**src/rtl/bet_controller_pkg.sv**
```systemverilog
// bet_controller_pkg: shared state enum, bet side codes and parameter defaults.
package bet_controller_pkg;
    typedef enum logic [1:0] {BET, PLAY, SETTLE, BROKE} state_t;
    localparam logic [1:0] SIDE_NONE   = 2'b00;
    localparam logic [1:0] SIDE_PLAYER = 2'b01;
    localparam logic [1:0] SIDE_DEALER = 2'b10;
    localparam logic [1:0] SIDE_TIE    = 2'b11;
    localparam logic [7:0] DEFAULT_INIT_BALANCE = 8'd50;
    localparam int DEFAULT_TIE_MULT = 8;
endpackage

```
**src/rtl/bet_controller_if.sv**
```systemverilog
// bet_controller_if: bet requests, round results and balance status between game logic and the bet controller.
interface bet_controller_if;
    logic [7:0] bet_amount;
    logic [1:0] bet_side;
    logic       bet_valid;
    logic       round_done;
    logic       player_win;
    logic       dealer_win;
    logic       betenabled;
    logic       updatebalanceenable;
    logic [7:0] balance;
    logic       bet_error;
    logic       broke;
    modport master (
        output bet_amount, bet_side, bet_valid, round_done, player_win, dealer_win,
        input  betenabled, updatebalanceenable, balance, bet_error, broke
    );
    modport slave (
        input  bet_amount, bet_side, bet_valid, round_done, player_win, dealer_win,
        output betenabled, updatebalanceenable, balance, bet_error, broke
    );
endinterface

```
**src/rtl/payout_calc.sv**
```systemverilog
// payout_calc: combinational settlement of one bet into a saturated next balance.
module payout_calc
    import bet_controller_pkg::*;
#(
    parameter int TIE_MULT = DEFAULT_TIE_MULT
) (
    input  logic [7:0] balance,
    input  logic [7:0] amount,
    input  logic [1:0] side,
    input  logic       player_win,
    input  logic       dealer_win,
    output logic [7:0] next_balance
);
    logic        tie;
    logic        win;
    logic        push;
    logic [11:0] gain;
    logic [11:0] sum;
    // 12-bit sum so a full-scale tie payout cannot wrap before saturation
    always_comb begin
        tie  = player_win & dealer_win;
        win  = (side == SIDE_PLAYER && player_win && !dealer_win) ||
               (side == SIDE_DEALER && dealer_win && !player_win) ||
               (side == SIDE_TIE && tie);
        push = tie && (side == SIDE_PLAYER || side == SIDE_DEALER);
        gain = side == SIDE_TIE ? 12'(TIE_MULT) * {4'd0, amount} : {4'd0, amount};
        sum  = {4'd0, balance} + gain;
        next_balance = push ? balance
                     : win  ? (sum > 12'd255 ? 8'd255 : sum[7:0])
                     : balance - amount;
    end
endmodule

```
**src/rtl/bet_controller.sv**
```systemverilog
// bet_controller: accepts bets, waits for the hand result, settles the balance and
// parks in BROKE once the balance reaches zero.
module bet_controller
    import bet_controller_pkg::*;
#(
    parameter logic [7:0] INIT_BALANCE = DEFAULT_INIT_BALANCE,
    parameter int         TIE_MULT     = DEFAULT_TIE_MULT
) (
    input logic       slow_clock,
    input logic       reset,
    bet_controller_if.slave bus
);
    state_t     state;
    logic [7:0] bal;
    logic [7:0] amount;
    logic [1:0] side;
    logic       pw;
    logic       dw;
    logic       en;
    logic       upd;
    logic       err;
    logic       brk;
    logic [7:0] new_balance;
    logic       accept;

    assign accept = bus.bet_side != SIDE_NONE && bus.bet_amount != 8'd0 && bus.bet_amount <= bal;
    assign bus.betenabled          = en;
    assign bus.updatebalanceenable = upd;
    assign bus.balance             = bal;
    assign bus.bet_error           = err;
    assign bus.broke               = brk;

    payout_calc #(.TIE_MULT(TIE_MULT)) u_payout (
        .balance(bal),
        .amount(amount),
        .side(side),
        .player_win(pw),
        .dealer_win(dw),
        .next_balance(new_balance)
    );

    always_ff @(posedge slow_clock) begin
        if (reset) begin
            state  <= BET;
            bal    <= INIT_BALANCE;
            amount <= 8'd0;
            side   <= SIDE_NONE;
            pw     <= 1'b0;
            dw     <= 1'b0;
            en     <= 1'b1;
            upd    <= 1'b0;
            err    <= 1'b0;
            brk    <= 1'b0;
        end else begin
            err <= 1'b0;
            upd <= 1'b0;
            case (state)
                BET: if (bus.bet_valid) begin
                    if (accept) begin
                        amount <= bus.bet_amount;
                        side   <= bus.bet_side;
                        state  <= PLAY;
                        en     <= 1'b0;
                    end else begin
                        err <= 1'b1;
                    end
                end
                PLAY: if (bus.round_done) begin
                    pw    <= bus.player_win;
                    dw    <= bus.dealer_win;
                    state <= SETTLE;
                    upd   <= 1'b1;
                end
                SETTLE: begin
                    bal   <= new_balance;
                    state <= new_balance == 8'd0 ? BROKE : BET;
                    en    <= new_balance != 8'd0;
                    brk   <= new_balance == 8'd0;
                end
                default: ;
            endcase
        end
    end
endmodule

```
**src/flat_wrapper.sv**
```systemverilog
// flat-port wrapper written by rule: the top's interface ports become plain ports
module bet_controller_flat import bet_controller_pkg::*;
#(
    parameter logic [7:0] INIT_BALANCE = DEFAULT_INIT_BALANCE,
    parameter int         TIE_MULT     = DEFAULT_TIE_MULT
)
  (slow_clock, reset, bus_bet_amount, bus_bet_side, bus_bet_valid, bus_round_done, bus_player_win, bus_dealer_win, bus_betenabled, bus_updatebalanceenable, bus_balance, bus_bet_error, bus_broke);
  bet_controller_if bus_i ();
  input logic slow_clock;
  input logic reset;
  input wire logic [$bits(bus_i.bet_amount)-1:0] bus_bet_amount;
  input wire logic [$bits(bus_i.bet_side)-1:0] bus_bet_side;
  input wire logic [$bits(bus_i.bet_valid)-1:0] bus_bet_valid;
  input wire logic [$bits(bus_i.round_done)-1:0] bus_round_done;
  input wire logic [$bits(bus_i.player_win)-1:0] bus_player_win;
  input wire logic [$bits(bus_i.dealer_win)-1:0] bus_dealer_win;
  output wire logic [$bits(bus_i.betenabled)-1:0] bus_betenabled;
  output wire logic [$bits(bus_i.updatebalanceenable)-1:0] bus_updatebalanceenable;
  output wire logic [$bits(bus_i.balance)-1:0] bus_balance;
  output wire logic [$bits(bus_i.bet_error)-1:0] bus_bet_error;
  output wire logic [$bits(bus_i.broke)-1:0] bus_broke;
  assign bus_i.bet_amount = bus_bet_amount;
  assign bus_i.bet_side = bus_bet_side;
  assign bus_i.bet_valid = bus_bet_valid;
  assign bus_i.round_done = bus_round_done;
  assign bus_i.player_win = bus_player_win;
  assign bus_i.dealer_win = bus_dealer_win;
  assign bus_betenabled = bus_i.betenabled;
  assign bus_updatebalanceenable = bus_i.updatebalanceenable;
  assign bus_balance = bus_i.balance;
  assign bus_bet_error = bus_i.bet_error;
  assign bus_broke = bus_i.broke;
  bet_controller #(.INIT_BALANCE(INIT_BALANCE), .TIE_MULT(TIE_MULT)) u_core (.slow_clock(slow_clock), .reset(reset), .bus(bus_i));
endmodule
```
**config.mk**
```make
export PLATFORM = sky130hd
export DESIGN_NAME = bet_controller_flat
export DESIGN_NICKNAME = d
export VERILOG_FILES = /design/src/rtl/bet_controller_pkg.sv /design/src/rtl/bet_controller_if.sv /design/src/rtl/payout_calc.sv /design/src/rtl/bet_controller.sv /design/src/flat_wrapper.sv
export SDC_FILE = /design/constraint.sdc
export NUM_CORES = 1
export LEC_CHECK = 0
export ABC_AREA = 1
export BUFFER_PORTS_ARGS = -buffer_cell sky130_fd_sc_hd__buf_2
export CELL_PAD_IN_SITES_DETAIL_PLACEMENT = 0
export CELL_PAD_IN_SITES_GLOBAL_PLACEMENT = 1
export CORE_AREA = 2 2 80 82
export CTS_CLUSTER_SIZE = 8
export DETAILED_ROUTE_END_ITERATION = 12
export DIE_AREA = 0 0 82 84
export GPL_TIMING_DRIVEN = 1
export PLACE_DENSITY_LB_ADDON = 0.25
export SLEW_MARGIN = 20
export SYNTH_ARGS = -nofsm -noshare
export SYNTH_HDL_FRONTEND = slang
export SYNTH_SLANG_ARGS = --single-unit
```
**constraint.sdc**
```tcl
create_clock -name slow_clock -period 4 [get_ports slow_clock]
set_clock_uncertainty 0.15 [all_clocks]
set_input_delay 0.4 -clock slow_clock [delete_from_list [all_inputs] [get_ports slow_clock]]
set_output_delay 0.4 -clock slow_clock [all_outputs]
set_load 0.05 [all_outputs]
```
### Word level (Yosys, flattened, before mapping)

Index checks and enable logic that the tools add are counted.

* register bits: 26
* bits of input ports: 16
* output and inout port bits: 12

* $add $sub $neg: 2
* order comparisons: 2
* eq/ne operators: 8
* muxes and demuxes: 14
* bitwise gates (word level): 4
* reductions and logical operators: 26

Operator list (count)
* $mux 8: 3
* $reduce_bool 8->1: 2
* $add 8x11->12: 1
* $gt 12x8->1 const B: 1
* $mux 11: 1
* $le 8x8->1: 1
* $logic_and 1x1->1: 8
* $logic_not 8->1: 1
* $mux 2: 4
* $sub 8x8->8: 1
* $eq 2x2->1 const B: 3
* $pmux 2 s3: 1
* $reduce_and 3->1: 2
* $eq 2x1->1 const B: 2
* $mux 1: 4
* $ne 2x2->1 const B: 2
* $reduce_and 4->1: 1
* $reduce_bool 2->1: 2
* $logic_or 1x1->1: 3
* $not 1->1: 3
* $reduce_bool 3->1: 1
* $reduce_or 3->1: 1
* $logic_not 1->1: 2
* $logic_not 2->1: 1
* other kinds (5): 5

### Depth between registers and ports, before layout

Gate-level depths: netlist (run 1).

* word-level depth: 10
* mapped depth: 24

### Cells and area by module

A second synthesis (run 1) with hierarchy kept.

* cells, all modules: 418
* area, all modules: 2603.7 um2

Modules (own cells, without submodules)
* bet_controller: times used 1, cells each 193, area an instance 1350.0 um2
* payout_calc: times used 1, cells each 225, area an instance 1253.7 um2

### Least setup slack after synthesis (run 1)

No wires, ideal clock.

* path kind: reg2reg
* start point: register u_core.bal[1] (netlist: u_core.bus.balance[1])
* end point: register u_core.state[1]
* library setup time: 0.066 ns
* arrival time: 2.747 ns
* data required time: 3.784 ns
* slack: 1.037 ns
* stages on the path, launching flop included: 20
* period minus slack after synthesis: 2.963 ns
* cell sequence: dfxtp_1 inv_1 fa_1 inv_2 nand3_1 nand3_1 nand3_1 nand3b_1 nand2_2 nor2_8 nand3_1 nand2_1 nand2_1 nor2_1 nand2_1 nor2_2 nand3_2 nand2_1 nand2_1 a21oi_2

* cells in the longest elaborated chain, start to end: 8

RTL lines
* from (decl): RTL line bet_controller.sv:14 `logic [7:0] bal;`
* from (signal assigned): RTL line bet_controller.sv:75 `bal <= new_balance;`
* $add 8x11->12: RTL line payout_calc.sv:27 `sum = {4'd0, balance} + gain;`
* $gt 12x8->1: RTL line payout_calc.sv:29 `: win ? (sum > 12'd255 ? 8'd255 : sum[7:0])`
* $mux 8 (2 in a row): RTL line payout_calc.sv:29
* $mux 8: RTL line payout_calc.sv:28 `next_balance = push ? balance`
* $logic_not 8->1: RTL line bet_controller.sv:76 `state <= new_balance == 8'd0 ? BROKE : BET;`
* $mux 2: RTL line bet_controller.sv:76
* $pmux 2 s3: RTL line bet_controller.sv:57 `case (state)`
* to (signal assigned): RTL line bet_controller.sv:76
* to (decl): RTL line bet_controller.sv:13 `state_t state;`

Parallel ways exist; a longest one is shown, timed or not.
A chain may end at the register's enable or synchronous reset.

### Worst setup path in the final report (run 1)

* start point: register u_core.side[0]
* end point: register u_core.state[1]

* cells in the longest elaborated chain, start to end: 10

RTL lines
* from (decl): RTL line bet_controller.sv:16 `logic [1:0] side;`
* from (signal assigned): RTL line bet_controller.sv:61 `side <= bus.bet_side;`
* $eq 2x2->1, or another cell as far along: RTL line payout_calc.sv:24, payout_calc.sv:26
* $mux 11, or another cell as far along: RTL line payout_calc.sv:26 `gain = side == SIDE_TIE ? 12'(TIE_MULT) * {4'd0, amount} : {4'd0, amount};`
* $add 8x11->12, or another cell as far along: RTL line payout_calc.sv:27
* $gt 12x8->1 / $logic_or 1x1->1 (equally long branches): RTL line payout_calc.sv:29, payout_calc.sv:22
* $mux 8 / $logic_or 1x1->1 (equally long branches): RTL line payout_calc.sv:29, payout_calc.sv:23
* $mux 8: RTL line payout_calc.sv:29
* $mux 8 *: RTL line payout_calc.sv:28
* $logic_not 8->1 *: RTL line bet_controller.sv:76
* $mux 2 *: RTL line bet_controller.sv:76
* $pmux 2 s3 *: RTL line bet_controller.sv:57

Every way passes the cells marked *; elsewhere a longest branch is shown, timed or not.

==> flow_metrics.tcl, run 1 <==
set metrics [dict create \
    rsz0062_at_grt "false" \
    drt_pass1_iterations 4 \
    syn_avg_cell_area_um2 6.52 \
    grt_util_all_layers 0.209 \
    netlist_top_cells_count "nand2_1 (92), inv_1 (53), o21ai_0 (33)" \
    rr_endpoint "u_core.state[1]" \
    yosysMostFrequentCell "nand2_1" \
    synth-edff-count 0 \
    ir_worst_vdd_v 0.000277 \
    syn_nets 431 \
    hold_class "in2reg" \
    crit_path_frequent_cell "nand3_1" \
    dp_hpwl_mm 5.39 \
    cts_setup_buffers 0 \
    coreArea_um2 6100 \
    cts_tree "yes" \
    clk_path_buf_depth 2 \
    core.rowCount 29 \
    synthCells 381 \
    worst_path_max_delay_cell "fa_1" \
    grt_pass1_wl_mm 11.2 \
    fp.dieW_um 82 \
    finalNetCount 456 \
    finalSetupViolCount 0 \
    syn_to_final_growth_pct 10.5 \
    critical-path-top-delay-family "simple AND/OR/NAND/NOR gates" \
    gp_congestion 0.833 \
    slew_headroom 0.625 \
    rrSetupSlack_ns 0.68 \
    drc 0 \
    finalHoldViolCount 0 \
    place_inst 478 \
    hold_depth 2 \
    slew_violations 0 \
    die_area_um2 6890 \
    p_leak_nw 1.38 \
    fin_crit_ns 3.32 \
    drt_wl_total_mm 6.43 \
    worstHoldStart "reset" \
    ys_types 35 \
    cts.sinks 26 \
    grt_max_degree 22 \
    grt.overflow.total 0 \
    hold_path_end "u_core.bus.updatebalanceenable" \
    ys.flop_type "dfxtp_1" \
    fin_setup_tns_ns 0 \
    cts-root-buf "clkbuf_8" \
    synth-seq-cells 26 \
    io_pins 28 \
    wl_per_cell_um 13.3 \
    insertion_delay_ns 0.27 \
    final_cells 482 \
    outcome "finished, final reports clean" \
    yosysTopAreaCell "dfxtp_1" \
    initial_core_util 0.408 \
    required_ns 4.07 \
    worstSetupStartpointType "flop" \
    portBuffers 27 \
    slowest_delay_ns 0.43 \
    async_flop_share 0 \
    tightest_slew_ns 0.561 \
    ctsHoldBuffers 0 \
    drtIter0Drc 115 \
    timing.rr.start "u_core.side[0]" \
    viasPerCell 4.95 \
    drive_gt1_frac 0.136 \
    arrival_ns 3.38 \
    synthDominantCellAreaShare 0.209 \
    ys_seq_area_frac 0.209 \
    rr_worst_depth 20 \
    path_cells "ha_1 -> nor2_1 -> ha_1 -> inv_1 -> fa_1 -> inv_2 -> nand3_1 -> nand3_1 -> nand3_1 -> nand3b_1 -> nand2_2 -> nor2_8 -> nand3_1 -> a21oi_2 -> nand2_1 -> nor2_2 -> nand3_2 -> nand2_1 -> nand2_1 -> a21oi_2" \
    criticalPathCategory "reg2reg" \
    clock.fmax_ghz 0.302 \
    yosysWarnings 0 \
    period_share 0.829 \
    clk_pin_slew_ns 0.09 \
    synth_area_um2 2480 \
    antenna_found_initial 0 \
    critical_path.max_fanout 8 \
    cts_buffers 3 \
    die_h_um 84 \
    crit_path_end_kind "flop" \
    diodes 0 \
    cts_resized 0 \
    first_global_vias 2316 \
    p_per_area_nw_per_um2 621 \
    path_buf_inv 2 \
    ys_top_cells_by_area "dfxtp_1 (21%), ha_1 (16%), nand2_1 (14%)" \
    drtAntennaViolNets 0 \
    maxCapViolCount 0 \
    htree_num_levels 1 \
    via_count 2384 \
]
-- layout by cell type, fill, tap and decap left out, types with 2 or more instances in the layout --
cell / n
nand3_2: 2
buf_2: 27
a31oi_1: 2
o211ai_1: 3
dfxtp_1: 26
fa_1: 2
inv_1: 53
nor2_1: 32
nor4_1: 2
nand3_1: 20
a21oi_2: 4
ha_1: 32
clkbuf_8: 4
a21oi_1: 32
nand4_1: 3
xor2_1: 6
nand3b_1: 2
inv_2: 3
nor2_2: 3
nand2_2: 6
xnor2_1: 3
nand2_1: 92
o21ai_0: 33
-- power breakdown --
part	internal, W	total [W]	leakage [nW]	switching [W]
combinational	0.000386	0.00111	1.14	0.000724
clock	0.0000881	0.000175	0.0288	0.0000869
sequential	0.000328	0.000418	0.213	0.0000902
total	0.000803	0.00170	1.38	0.000901
-- layer usage --
metal	routed length [µm]	track usage
met1	3020	0.279
met2	3110	0.352
met3	182	0.0162
met4	111	0.0621
met5	0	0
-- metrics by stage --
| step | utilization | area (µm²) | hold slack (ns) | setup slack, ns | total power [W] |
|---|---|---|---|---|---|
| final | 0.450 | 2750 | 0.223 | 0.684 | 0.00170 |
| after detailed placement | 0.441 | 2690 | 0.344 | 0.701 | 0.00153 |
| after CTS | 0.450 | 2750 | 0.225 | 0.664 | 0.00171 |
| after global placement | 0.441 | 2690 | 0.329 | 0.683 | 0.00154 |
| after floorplan | - | 2480 | 0.311 | 1.04 | 0.00128 |
| after global routing | 0.450 | 2750 | 0.244 | 0.304 | 0.00190 |
-- final cells by class --
| type | instances | area, µm² |
|---|---|---|
| Inverter | 57 | 214 |
| Timing Repair Buffer | 28 | 143 |
| Multi-Input combinational cell | 290 | 1720 |
| Tap cell | 77 | 96.3 |
| Fill cell | 652 | 3350 |
| Sequential cell | 26 | 520 |
| Clock buffer | 4 | 55.1 |
-- logic make-up (layout without fill, tap and decap cells) --
kind of cell,Yosys count,after routing,synth area share
AO/OA/AOI/OAI,79,79,0.180
AND/OR/NAND/NOR,168,168,0.302
XOR/XNOR,9,9,0.0317
flip-flops,26,26,0.209
adder cells (fa/ha/maj),34,34,0.177
buffers and inverters,65,89,0.0997
-- registers in the layout, summed over array words and instances, names as in the netlist --
| name | cells |
|---|---|
| u_core.bus.broke | 1 |
| u_core.amount | 8 |
| u_core.state | 2 |
| u_core.bus.betenabled | 1 |
| u_core.side | 2 |
| u_core.dw | 1 |
| u_core.bus.bet_error | 1 |
| u_core.pw | 1 |
| u_core.bus.balance | 8 |
| u_core.bus.updatebalanceenable | 1 |
-- how the worst max path moves through the flow --
stage                                     start              end  cells past startpoint
after floorplan           u_core.bus.balance[1]  u_core.state[1]                     19
after global routing             u_core.side[1]  u_core.state[1]                     22
after global placement           u_core.side[0]  u_core.state[1]                     20
final                            u_core.side[0]  u_core.state[1]                     20
after detailed placement         u_core.side[0]  u_core.state[1]                     20
after CTS                        u_core.side[0]  u_core.state[1]                     20
No activity file was read; power rests on OpenSTA's default activity.
==> run 2, diff against run 1 <==
--- a/config.mk
+++ b/config.mk
@@ -9,10 +9,10 @@
 export BUFFER_PORTS_ARGS = -buffer_cell sky130_fd_sc_hd__buf_2
 export CELL_PAD_IN_SITES_DETAIL_PLACEMENT = 0
 export CELL_PAD_IN_SITES_GLOBAL_PLACEMENT = 1
-export CORE_AREA = 2 2 80 82
+export CORE_AREA = 2 2 84 86
 export CTS_CLUSTER_SIZE = 8
 export DETAILED_ROUTE_END_ITERATION = 12
-export DIE_AREA = 0 0 82 84
+export DIE_AREA = 0 0 86 88
 export GPL_TIMING_DRIVEN = 1
 export PLACE_DENSITY_LB_ADDON = 0.25
 export SLEW_MARGIN = 20
==> constraint.sdc (replaced) <==
create_clock -name slow_clock -period 2.8 [get_ports slow_clock]
set_clock_uncertainty 0.15 [all_clocks]
set_input_delay 0.28 -clock slow_clock [delete_from_list [all_inputs] [get_ports slow_clock]]
set_output_delay 0.28 -clock slow_clock [all_outputs]
set_load 0.05 [all_outputs]
==> run 2 against run 1 <==
  * The flow now finishes with violations (negative setup slack)
  * Non-clock buffer count rose by 56
  * Final cell count grew 12%
  * Sequential power is 40% higher
  * Power grew 78%
  * Routed wire length rose by 13%
  * Die area rose by 9.9%
  * Global-route usage down 0.87 points
  * Critical path depth unchanged
  * Critical endpoint unchanged
==> flow_metrics.tcl, run 2 (synthesis gave the netlist of run 1 again) <==
set metrics [dict create \
    period_share 1.09 \
    drt_wl_total_mm 7.27 \
    fin_crit_ns 3.04 \
    rr_endpoint "u_core.state[1]" \
    worst_path_max_delay_cell "dfxtp_4" \
    path_cells "ha_4 -> nor2_4 -> ha_4 -> inv_2 -> fa_2 -> inv_2 -> nand3_2 -> nand3_2 -> nand3_2 -> nand3b_1 -> nand2_4 -> nor2_8 -> nand3_1 -> a21oi_2 -> nand2_1 -> nor2_2 -> nand3_2 -> nand2_1 -> nand2_1 -> a21oi_2" \
    violations "negative setup slack" \
    htree_num_levels 1 \
    fin_setup_tns_ns -0.840 \
    cts.sinks 26 \
    diodes 0 \
    syn_to_final_growth_pct 35.0 \
    viasPerCell 4.93 \
    clock.fmax_ghz 0.329 \
    crit_path_end_kind "flop" \
    power.total_w 0.00303 \
    internal-power_w 0.00155 \
    coreArea_um2 6640 \
    timing.rr.start "u_core.side[1]" \
    finalSetupViolCount 5 \
    critical-path-top-delay-family "simple AND/OR/NAND/NOR gates" \
    first_global_vias 2627 \
    fin_ws_ns -0.243 \
    portBuffers 27 \
    tightest_slew_ns 0.581 \
    dp_hpwl_mm 5.81 \
    maxCapViolCount 0 \
    placed_cell_area_um2 3030 \
    drtIter0Drc 100 \
    final_util 0.505 \
    via_count 2663 \
    rrSetupSlack_ns -0.24 \
    io_pins 28 \
    initial_core_util 0.374 \
    drt_pass1_iterations 4 \
    critical_path.max_fanout 8 \
    worstHoldStart "bus_dealer_win" \
    arrival_ns 3.11 \
    outcome "complete, but fails checks" \
    dp_slack_ns -0.427 \
    sequentialPowerShare 0.194 \
    criticalPathCategory "reg2reg" \
    final_cell_mix "nand2_1 (76), buf_4 (56), inv_1 (51)" \
    grt.busiest_layer "met2" \
    die_h_um 88 \
    wl_per_cell_um 13.5 \
    drc 0 \
    slowest_delay_ns 0.38 \
    rr_worst_depth 20 \
    die_area_um2 7570 \
    fin_area_um2 3350 \
    grt_max_degree 22 \
    combPwrFrac 0.735 \
    final_common_cell "nand2_1" \
    hold_class "in2reg" \
    crit_path_frequent_cell "nand3_2" \
    swShare 0.488 \
    required_ns 2.87 \
    worstSetupStartpointType "flop" \
    drtAntennaViolNets 0 \
    grt_pass1_wl_mm 12.0 \
    insertion_delay_ns 0.27 \
    hold_depth 3 \
    use_met1 0.243 \
    antenna_found_initial 0 \
    clock_power_share 0.072 \
    cts_buffers 3 \
    clk_pin_slew_ns 0.09 \
    cts-root-buf "clkbuf_8" \
    p_switching_w 0.00148 \
    ir_worst_vdd_v 0.000375 \
    drive_gt1_frac 0.333 \
    met3_usage 0.0141 \
    grt_util_met2 0.365 \
    hold_path_end "u_core.dw" \
    rsz0062_at_grt "true" \
    path_buf_inv 2 \
    fillers 708 \
    clk_path_buf_depth 2 \
    finalNetCount 512 \
    gp_congestion 0.835 \
    core.rowCount 30 \
    cts_tree "yes" \
    grt_util_all_layers 0.200 \
    p_leak_nw 1.66 \
    finalHoldViolCount 0 \
    fp.dieW_um 86 \
    grt.overflow.total 0 \
    slew_violations 0 \
    slew_headroom 0.612 \
    p_per_area_nw_per_um2 902 \
]
-- run 2: cell types whose count changed in the layout (fill, tap and decap cells not counted), sizes merged --
cell,previous run,this run
clkinv,1,0
clkbuf,4,3
buf,28,84
inv,56,57
-- run 2: worst register-to-register path: cells and delay by family (launching register included) --
kind	cells	cell delay, ns
AOI/OAI and AO/OA	2	0.28
adders and majority gates	3	0.68
buffers and inverters	2	0.12
DFF	1	0.38
and+or+nand+nor	13	1.38
-- run 2: per-stage QoR --
stage                     instances  hold slack, ns
after floorplan                 381           0.199
after global placement          525           0.314
after detailed placement        525           0.313
after CTS                       533           0.114
after global routing            540           0.119
final                           540           0.113
-- run 2: worst max path at each step --
stage	slack, ns	start	depth (start not counted)	endpoint
4_1_cts	-0.22	u_core.side[0]	22	u_core.state[1]
3_5_place_dp	-0.43	u_core.side[0]	22	u_core.state[1]
2_1_floorplan	0.003	u_core.side[0]	20	u_core.state[1]
5_1_grt	-0.47	u_core.side[1]	21	u_core.state[1]
3_3_place_gp	-0.41	u_core.side[0]	20	u_core.state[1]
6_report	-0.24	u_core.side[1]	20	u_core.state[1]
-- run 2: layout make-up --
type	count	area, µm²	share of cell area
Clock buffer	3	41.3	0.0123
Tap cell	80	100	0.0298
Timing Repair Buffer	84	567	0.169
Inverter	57	214	0.0638
Multi-Input combinational cell	290	1900	0.567
Sequential cell	26	531	0.158
-- run 2: metal layers --
metal / up-vias / share of wire
li1: 1399 / -
met1: 1219 / 0.45
met2: 31 / 0.51
met3: 14 / 0.016
met4: 0 / 0.023
met5: - / 0
-- run 2: power by group through the flow --
stage	Clock, W	Sequential [W]	Combinational [W]
floorplan	0	0.000730	0.00110
global placement	0	0.000576	0.00199
detailed placement	0	0.000580	0.00198
CTS	0.000224	0.000579	0.00212
global route	0.000242	0.000600	0.00247
finish	0.000216	0.000586	0.00222
-- run 2: what timing repair did --
| action | in CTS | in global routing |
|---|---|---|
| hold endpoints to repair | 0 | 0 |
| buffers inserted | 6 | 7 |
| pin swaps | 19 | 20 |
| setup endpoints to repair | 12 | 13 |
| hold buffers | 0 | 0 |
| gates cloned | 0 | 0 |
| gates resized for setup | 29 | 29 |
==> run 3, diff against run 2 <==
--- a/config.mk
+++ b/config.mk
@@ -7,12 +7,10 @@
 export LEC_CHECK = 0
 export ABC_AREA = 1
 export BUFFER_PORTS_ARGS = -buffer_cell sky130_fd_sc_hd__buf_2
-export CELL_PAD_IN_SITES_DETAIL_PLACEMENT = 0
-export CELL_PAD_IN_SITES_GLOBAL_PLACEMENT = 1
-export CORE_AREA = 2 2 84 86
+export CORE_AREA = 2 2 71 73
 export CTS_CLUSTER_SIZE = 8
 export DETAILED_ROUTE_END_ITERATION = 12
-export DIE_AREA = 0 0 86 88
+export DIE_AREA = 0 0 73 75
 export GPL_TIMING_DRIVEN = 1
 export PLACE_DENSITY_LB_ADDON = 0.25
 export SLEW_MARGIN = 20
==> constraint.sdc (replaced) <==
create_clock -name slow_clock -period 3.3 [get_ports slow_clock]
set_clock_uncertainty 0.15 [all_clocks]
set_input_delay 0.33 -clock slow_clock [delete_from_list [all_inputs] [get_ports slow_clock]]
set_output_delay 0.33 -clock slow_clock [all_outputs]
set_load 0.05 [all_outputs]
==> run 3 against run 2 <==
  * The run now ends clean
  * Worst setup slack better by 0.44 ns
  * Critical path depth is 2 higher
  * Via count is 6.4% lower
  * Sequential power is 13% lower
  * Global-route usage is 4.2 points higher
  * Final cell count is 13% lower
==> flow_metrics.tcl, run 3 (synthesis gave the netlist of run 1 again) <==
set metrics [dict create \
    drtIter0Drc 103 \
    drt_pass1_iterations 4 \
    timing.rr.start "u_core.side[1]" \
    swShare 0.526 \
    slew_headroom 0.649 \
    worst_path_max_delay_cell "fa_2" \
    io_pins 28 \
    crit_end "u_core.state[1]" \
    finalNetCount 466 \
    required_ns 3.36 \
    worst-path-stages 22 \
    fp.dieW_um 73 \
    outcome "finished, final reports clean" \
    period_share 0.939 \
    drt_wl_total_mm 6.36 \
    fin_setup_tns_ns 0 \
    cts_tree "yes" \
    critical-path-top-delay-family "simple AND/OR/NAND/NOR gates" \
    grt_max_degree 22 \
    worstSetupStartpointType "flop" \
    clock.fmax_ghz 0.323 \
    clock_power_share 0.083 \
    internal-power_w 0.00101 \
    die_h_um 75 \
    critical_path.max_fanout 8 \
    path_buf_inv 2 \
    ir_worst_vdd_v 0.000418 \
    rrSetupSlack_ns 0.20 \
    final_cell_mix "nand2_1 (88), inv_1 (51), a21oi_1 (31)" \
    first_global_vias 2377 \
    coreArea_um2 4660 \
    via_count 2492 \
    finalSetupViolCount 0 \
    grt.overflow.total 0 \
    slew_violations 0 \
    insertion_delay_ns 0.27 \
    clk_path_buf_depth 2 \
    gp_congestion 0.956 \
    final_common_cell "nand2_1" \
    diodes 0 \
    hold_class "in2reg" \
    tightest_slew_ns 0.527 \
    viasPerCell 5.32 \
    antenna_found_initial 0 \
    combPwrFrac 0.678 \
    crit_path_start "u_core.side[1]" \
    path_cells "ha_4 -> nor2_2 -> ha_2 -> inv_1 -> fa_2 -> inv_2 -> nand3_1 -> nand3_2 -> nand3_2 -> nand3b_1 -> nand2_2 -> nor2_8 -> nand3_2 -> nand2_1 -> nand2_1 -> nor2_1 -> nand2_1 -> nor2_2 -> nand3_2 -> nand2_1 -> nand2_1 -> a21oi_2" \
    fin_crit_ns 3.10 \
    maxCapViolCount 0 \
    drive_gt1_frac 0.210 \
    crit_path_frequent_cell "nand2_1" \
    core.rowCount 25 \
    drc 0 \
    p_leak_nw 1.43 \
    power.total_w 0.00214 \
    dp_hpwl_mm 4.95 \
    grt_util_all_layers 0.242 \
    drtAntennaViolNets 0 \
    finalHoldViolCount 0 \
    die_area_um2 5480 \
    initial_core_util 0.533 \
    portBuffers 27 \
    slowest_delay_ns 0.38 \
    sequentialPowerShare 0.239 \
    crit_path_end_kind "flop" \
    p_switching_w 0.00112 \
    cts-root-buf "clkbuf_8" \
    cts.sinks 26 \
    wl_per_cell_um 13.6 \
    arrival_ns 3.16 \
    clk_pin_slew_ns 0.09 \
    grt_pass1_wl_mm 10.6 \
    criticalPathCategory "reg2reg" \
    rr_endpoint "u_core.state[1]" \
    htree_num_levels 1 \
    p_per_area_nw_per_um2 733 \
    rr_worst_depth 22 \
    syn_to_final_growth_pct 17.2 \
    cts_buffers 3 \
]
==> run 3: cell count changes in the layout (fill, tap and decap cells not counted), moves of 2 or more <==
cell | before | now
buf_4 | 56 | 10
nand3_2 | 9 | 5
nand2_1 | 76 | 88
o21ai_1 | 4 | 1
nor2_4 | 3 | 1
dfxtp_2 | 2 | 0
o21ai_0 | 27 | 30
dfxtp_1 | 22 | 24
nand3_1 | 13 | 17
nand2_2 | 21 | 10
==> run 3: how the worst min path moves through the flow <==
stage / from / end / depth (start not counted) / slack, ns
global route: reset / u_core.bus.broke / 2 / 0.18
floorplan: reset / u_core.bus.broke / 1 / 0.25
detailed placement: u_core.bus.broke / u_core.bus.broke / 2 / 0.31
finish: reset / u_core.bus.updatebalanceenable / 2 / 0.16
global placement: u_core.bus.broke / u_core.bus.broke / 2 / 0.32
CTS: reset / u_core.bus.broke / 2 / 0.16
==> run 3: power by group through the flow <==
stage                     clock (W)  sequential (W)  combinational (W)
after floorplan                   0        0.000617           0.000931
after global placement            0        0.000502            0.00133
after detailed placement          0        0.000505            0.00133
after CTS                  0.000184        0.000497            0.00134
after global routing       0.000192        0.000524            0.00164
final                      0.000178        0.000510            0.00145
==> run 3: what timing repair did <==
item                                    CTS  global route
setup buffers                             0             9
gates resized for setup                   0            37
endpoints found under the setup margin    0             4
hold buffers                              0             0
==> run 3: through the flow <==
stage | hold WS [ns] | utilization | cell area (µm²) | setup WS (ns) | std cells
floorplan | 0.249 | - | 2480 | 0.337 | 381
global placement | 0.324 | 0.573 | 2670 | 0.207 | 456
detailed placement | 0.314 | 0.573 | 2670 | 0.109 | 456
CTS | 0.162 | 0.581 | 2710 | 0.0953 | 459
global route | 0.182 | 0.625 | 2910 | -0.0883 | 468
finish | 0.162 | 0.625 | 2910 | 0.202 | 468
==> run 3: final cells by class <==
type	count	area, µm²
sequential	26	528
timing repair buffer	38	221
tap	54	67.6
multi-input combinational	290	1840
inverter	57	214
clock buffer	3	41.3
fill	404	1750
==> run 3: routing by layer <==
layer / part of all wire / global-route usage / routed length, µm
met2: 0.48 / 0.413 / 3080
met1: 0.46 / 0.323 / 2940
met3: 0.041 / 0.0241 / 259
met4: 0.012 / 0.0741 / 77
met5: 0 / 0 / 0
==> run 3: worst reg2reg max path: stages (launching register included) <==
cell      delay [ns]
dfxtp_4         0.37
ha_4            0.18
nor2_2          0.10
ha_2            0.17
inv_1           0.06
fa_2            0.38
inv_2           0.09
nand3_1         0.11
nand3_2         0.11
nand3_2         0.07
nand3b_1        0.10
nand2_2         0.09
nor2_8          0.14
nand3_2         0.09
nand2_1         0.07
nand2_1         0.06
nor2_1          0.10
nand2_1         0.07
nor2_2          0.16
nand3_2         0.11
nand2_1         0.10
nand2_1         0.06
a21oi_2         0.10
